[src/rtl/mem_stream_demux_pkg.sv]
// stream_pkg: shared sizes, stream field positions and FSM state type for the
// merged-memory-stream receive side (mem_stream_demux and its item counters).
package stream_pkg;

    localparam int NMEM     = 12;  // destination memories, source index 0..NMEM-1
    localparam int DATA_W   = 44;  // payload width per memory word
    localparam int CNT_W    = 6;   // item counter / low write-address width
    localparam int BX_W     = 3;   // bunch-crossing field / high write-address width

    // Stream word layout
    localparam int STREAM_W = 48;
    localparam int IDX_HI   = 47;  // data word: source index [47:44]
    localparam int IDX_LO   = 44;
    localparam int IDX_W    = IDX_HI - IDX_LO + 1;
    localparam int BX_LO    = 0;   // header word: BX [BX_LO +: BX_W]

    typedef enum logic {
        IDLE = 1'b0,
        RUN  = 1'b1
    } state_t;

endpackage

[src/rtl/mem_stream_demux_counter.sv]
// demux_item_counter: per-memory item counter for one bunch crossing.
//  clk, reset : clock, synchronous active-high reset
//  clr        : start of a new BX, zero count and overflow
//  inc        : a word for this memory arrived
//  cnt        : items written so far this BX (saturates at all-ones)
//  full       : count at capacity, the next word must be dropped
//  ovf        : sticky until clr/reset, a word was dropped this BX
module demux_item_counter
    import stream_pkg::*;
(
    input  logic             clk,
    input  logic             reset,
    input  logic             clr,
    input  logic             inc,
    output logic [CNT_W-1:0] cnt,
    output logic             full,
    output logic             ovf
);

    // Capacity is 2^CNT_W-1 so the final count always fits the field.
    assign full = &cnt;

    always_ff @(posedge clk) begin
        if (reset || clr) begin
            cnt <= '0;
            ovf <= 1'b0;
        end else if (inc) begin
            if (full) ovf <= 1'b1;
            else      cnt <= cnt + CNT_W'(1);
        end
    end

endmodule

[src/rtl/mem_stream_demux.sv]
// mem_stream_demux: scatters words of the merged memory stream back into NMEM
// destination memories by source index and republishes per-memory item
// counts at every BX header. All outputs are registered, one cycle after input.
//  clk, reset     : clock, synchronous active-high reset
//  mem_dat_stream : data word {idx[47:44], payload[43:0]} or header {.., bx[2:0]}
//  valid, send_BX : word is data / word is a BX header
//  wr_en          : one-hot memory write enable
//  wr_addr,wr_dat : shared write bus, address {bx_cur, item count}
//  number_out     : item counts of last completed BX, mem i at [i*CNT_W +: CNT_W]
//  number_bx, done: BX of number_out, pulse when published
//  overflow       : per-memory sticky drop flag for the current BX
//  proto_err      : pulse on out-of-range index or valid & send_BX together
module mem_stream_demux
    import stream_pkg::*;
(
    input  logic                    clk,
    input  logic                    reset,
    input  logic [STREAM_W-1:0]     mem_dat_stream,
    input  logic                    valid,
    input  logic                    send_BX,
    output logic [NMEM-1:0]         wr_en,
    output logic [BX_W+CNT_W-1:0]   wr_addr,
    output logic [DATA_W-1:0]       wr_dat,
    output logic [NMEM*CNT_W-1:0]   number_out,
    output logic [BX_W-1:0]         number_bx,
    output logic                    done,
    output logic [NMEM-1:0]         overflow,
    output logic                    proto_err
);

    state_t                      state, state_nxt;
    logic [IDX_W-1:0]            idx;
    logic                        idx_ok, dat_run;
    logic [NMEM-1:0]             inc, full, wr_sel;
    logic [NMEM-1:0][CNT_W-1:0]  cnt;
    logic [CNT_W-1:0]            sel_cnt;
    logic [BX_W-1:0]             bx_cur;

    assign idx     = mem_dat_stream[IDX_HI:IDX_LO];
    assign idx_ok  = int'(idx) < NMEM;
    // A data word colliding with a header is dropped, so only pure data counts.
    assign dat_run = valid & ~send_BX & (state == RUN);

    // Index decode; an out-of-range index matches no memory.
    always_comb begin
        inc     = '0;
        sel_cnt = '0;
        for (int i = 0; i < NMEM; i++) begin
            if (idx == IDX_W'(i)) begin
                inc[i]  = dat_run;
                sel_cnt = cnt[i];
            end
        end
    end

    assign wr_sel = inc & ~full;

    always_comb begin
        state_nxt = state;
        case (state)
            IDLE:    if (send_BX) state_nxt = RUN;
            RUN:     state_nxt = RUN;
            default: state_nxt = IDLE;
        endcase
    end

    always_ff @(posedge clk) begin
        if (reset) state <= IDLE;
        else       state <= state_nxt;
    end

    genvar g;
    generate
        for (g = 0; g < NMEM; g++) begin : g_cnt
            demux_item_counter u_cnt (
                .clk   (clk),
                .reset (reset),
                .clr   (send_BX),
                .inc   (inc[g]),
                .cnt   (cnt[g]),
                .full  (full[g]),
                .ovf   (overflow[g])
            );
        end
    endgenerate

    always_ff @(posedge clk) begin
        if (reset) begin
            wr_en      <= '0;
            wr_addr    <= '0;
            wr_dat     <= '0;
            number_out <= '0;
            number_bx  <= '0;
            done       <= 1'b0;
            proto_err  <= 1'b0;
            bx_cur     <= '0;
        end else begin
            wr_en     <= wr_sel;
            done      <= send_BX & (state == RUN);
            proto_err <= (valid & send_BX) | (dat_run & ~idx_ok);
            if (|wr_sel) begin
                wr_addr <= {bx_cur, sel_cnt};
                wr_dat  <= mem_dat_stream[DATA_W-1:0];
            end
            if (send_BX) begin
                // The first header after IDLE has no completed BX to publish.
                if (state == RUN) begin
                    number_out <= cnt;
                    number_bx  <= bx_cur;
                end
                bx_cur <= mem_dat_stream[BX_LO +: BX_W];
            end
        end
    end

endmodule

[config.mk]
export PLATFORM = sky130hd
export DESIGN_NAME = mem_stream_demux
export DESIGN_NICKNAME = d
export VERILOG_FILES = /design/src/rtl/mem_stream_demux_pkg.sv /design/src/rtl/mem_stream_demux_counter.sv /design/src/rtl/mem_stream_demux.sv
export SDC_FILE = /design/constraint.sdc
export NUM_CORES = 1
export LEC_CHECK = 0
export CAP_MARGIN = 20
export CORE_MARGIN = 3
export CORE_UTILIZATION = 52
export DETAILED_ROUTE_END_ITERATION = 10
export GPL_TIMING_DRIVEN = 0
export MAX_ROUTING_LAYER = met4
export PLACE_DENSITY_LB_ADDON = 0.05
export SLEW_MARGIN = 20
export SYNTH_ARGS = -nofsm -noshare
export SYNTH_HDL_FRONTEND = slang
export SYNTH_HIERARCHICAL = 1
export SYNTH_SLANG_ARGS = --single-unit
[constraint.sdc]
create_clock -name clk -period 3 [get_ports clk]
set_clock_uncertainty 0.2 [all_clocks]
set_input_delay 0.3 -clock clk [delete_from_list [all_inputs] [get_ports clk]]
set_output_delay 0.3 -clock clk [all_outputs]
set_load 0.005 [all_outputs]
==> impl_results.md <==
- Remaining Overflow, GRT: 0
- Hold buffers post-CTS: 0
- Max_cap viols: 0
- Yosys top cell by area: dfxtp_1
- Count of nets after finishing: 1481
- Register area share after synthesis: 0.4551
- Hold path endpoint: g_cnt[0].u_cnt/ovf$_SDFFE_PP0P_
- Hold Vio Cnt, Final: 0
- Clk Latency, worst-skew pair: 510 ps
- Clock sinks: 230
- Initial antenna violation count: 0
- First-pass GRT wire length: 49.50 mm
- Multi-input gate area: 5105 sq um
- Total area of sequential cells: 4604 sq um
- Worst Path Class, Setup: reg -> reg
- TritonCTS clock tree: yes
- Hold Path Class: in -> reg
- Largest net degree at the start of global routing: 36
- CTS clk-pin slew, worst paths: 60 ps
- Number of synthesized flops with an enable pin: 0
- R2r startpoint: g_cnt[10].u_cnt/cnt[0]$_SDFFE_PP0P_
- Total iterations of the first detailed-routing run: 5
- H-tree levels: 1
- # port buffers: 204
- Synth top area cells: dfxtp_1 (46%), nand2_1 (8.5%), a21oi_1 (7.1%), mux2i_1 (3.5%), o21ai_0 (2.6%)
- Worst VDD drop: 0.4664 mV
- Routed vias: 9841
- Final slew viol count: 0
- Synthesized instance count: 1182
- Worst Tran Pin Value: 1098 ps
- Die width: 145.5 um
- Hold path depth: 2
- Final std cells w/o fill: 1695
- Synth top area share: 0.4551
- Logic pwr share: 0.064
- Switching share of power: 0.2248
- Ys async rst share: 0
- Startpoint types: flop
- Max_slew headroom: 0.2584
- Final worst-path cycle share: 0.9559
- Core area: 18890 sq um
- Run status: completed
- Dpl ws: -363.0 ps
- Syn_area_per_cell: 8.559 sq um
- GPL Wtd Cong: 0.9594
- DRT antenna net count: 0
- DIE AREA: 21170 sq um
- Fmax: 348.7 MHz
- R2R setup slack: 130 ps
- TNS Setup: 0 ps
- Setup WS post-layout: 132.4 ps
- CP endpoint kind: flop
- Gr usage total: 0.2885
- Antenna cells: 0
- Critical R2R Capture: wr_dat[1]$_SDFFE_PP0P_
- Drt drc: 0
- I/O pin cnt: 206
- Required @ worst endpoint: 3230 ps
- Yosys reg bits: 230
- Detailed Route WL: 30.72 mm
- Dpl cells: 1648
- LEAKAGE: 4.586 nW
- Power density over the cells: 494.8 nW/um^2
- Primary FF master, synth: dfxtp_1
- Via count of the first global-routing pass: 9262
- Most frequent cells after synthesis: dfxtp_1 (230), nand2_1 (230), a21oi_1 (143), o21ai_0 (52), nand3_1 (40)
- Root buf cell: clkbuf_16
- Fillcell total: 1585
- Routed vias/inst: 5.806
- Mapped Area: 10120 sq um
- HPWL Detailed: 22.42 mm
- Final setup viols: 0
- CTS Buf Count: 25
- Shortest period the worst path allows: 2868 ps
- Synth Net Count: 1246
- Switching pwr: 1.491 mW
- Initial DRC count: 639
- Hold_sp: reset
- Reg2reg path depth: 11
- Min Hold Slack: 70.29 ps
- Sequential power share: 0.466
- Crit path DAT: 3090 ps
- DR WL/cell: 18.13 um
- Clk buf depth: 3
- Area growth syn-to-layout: 32.50%
- Design Power: 6.632 mW
- Clock network power share: 0.469
- Row cnt: 50
- Starting Density: 0.5355
- Layout cells sized above 1: 0.09547
- Chip Height: 145.5 um
- Yosys cell types: 62
- Yosys synthesis warning count: 6
- Crit-path max FO: 10
- Internal Power: 5.141 mW
worst max-delay path by stage:
| stage | to | cells past startpoint | slack (ps) | start |
|---|---|---|---|---|
| final | wr_dat[1]$_SDFFE_PP0P_ | 11 | 130 | g_cnt[10].u_cnt/cnt[0]$_SDFFE_PP0P_ |
| after global routing | wr_dat[23]$_SDFFE_PP0P_ | 12 | -10 | g_cnt[0].u_cnt/cnt[0]$_SDFFE_PP0P_ |
| after CTS | wr_dat[1]$_SDFFE_PP0P_ | 11 | 50 | g_cnt[0].u_cnt/cnt[0]$_SDFFE_PP0P_ |
| after detailed placement | g_cnt[10].u_cnt/cnt[5]$_SDFFE_PP0P_ | 8 | -360 | mem_dat_stream[45] |
| after global placement | wr_dat[23]$_SDFFE_PP0P_ | 9 | -1460 | send_BX |
| after floorplan | wr_addr[8]$_SDFFE_PP0P_ | 11 | 540 | g_cnt[8].u_cnt/cnt[0]$_SDFFE_PP0P_ |
stage by stage:
stage	util	cell area, sq um
2_1_floorplan	-	10120
3_3_place_gp	0.6608	12480
3_5_place_dp	0.6628	12520
4_1_cts	0.7070	13360
5_1_grt	0.7095	13410
6_report	0.7095	13410
state kept, by name (all words and copies together), names as in the netlist:
name             cells
proto_err            1
wr_addr              9
done                 1
g_cnt.u_cnt/cnt     72
g_cnt.u_cnt/ovf     12
wr_dat              44
number_out          72
wr_en               12
number_bx            3
bx_cur               3
state                1
final cells by class:
class                      count  share of cell area
inverter                      30            0.008400
clock buffer                  33             0.05189
clock inverter                12             0.01036
multi-input combinational    855              0.3808
buffer                        67             0.02361
timing repair buffer         208              0.1572
tap                          260             0.02427
sequential                   230              0.3435
cells in the final DEF (no fill, tap or decap), types with 5 or more instances in the layout:
master           count
nand2_1            230
dfxtp_1            230
clkdlybuf4s50_1    202
a21oi_1            143
o21ai_0             51
nand3_1             40
nor3_1              39
clkbuf_1            38
mux2i_1             35
nor2_1              34
inv_1               30
a31oi_1             28
clkbuf_16           25
nand4_1             24
nand3_2             22
o21ai_1             16
or2_1               13
and2_1              13
or3_1               13
o21a_1              13
and3b_1             13
buf_2               12
a21o_2              12
a41oi_1             12
and4_2              12
a2111oi_1           12
ha_1                12
buf_1               11
mux4_2               8
clkinv_2             8
nor2b_1              7
nor3b_1              5
power by group through the flow:
stage	logic, mW	clock network (mW)	registers (mW)
2_1_floorplan	0.199	0	3.16
3_3_place_gp	0.409	0	3.16
3_5_place_dp	0.416	0	3.16
4_1_cts	0.419	3.17	3.09
5_1_grt	0.459	3.29	3.09
6_report	0.428	3.11	3.09
layer usage:
layer | GRT usage | part of all wire | wire (um) | vias to the layer above
met5 | - | 0 | 0 | -
met4 | 0.07882 | 0.026 | 789 | 0
met3 | 0.04827 | 0.081 | 2485 | 56
met2 | 0.4613 | 0.46 | 14260 | 410
met1 | 0.3822 | 0.43 | 13190 | 4638
li1 | - | - | - | 4737
logic make-up (layout without fill, tap and decap cells):
family                     Yosys count  after routing  share of synthesized area
and+or+nand+nor                    476            476                     0.2376
AOI/OAI and AO/OA                  322            322                     0.1960
DFF                                230            230                     0.4551
adders and majority gates           12             12                    0.01484
muxes                               45             45                    0.05466
buffers and inverters               97            350                    0.04180
worst max-delay path, stage by stage, from the launching register on:
cell     delay (ps)
dfxtp_1         490
ha_1            300
nand3_2         110
or2_1           270
inv_1           130
mux2i_1         100
a22oi_2         270
o32a_1          300
buf_6           190
buf_6           160
nand3_1         100
a21oi_1         170
timing repair:
item / CTS / global route
pin swaps: 0 / 3
gates resized for setup: 1 / 6
buffers inserted: 0 / 2
endpoints found under the setup margin: 11 / 48
hold endpoints to repair: 0 / 0
No activity file was read; power rests on OpenSTA's default activity.
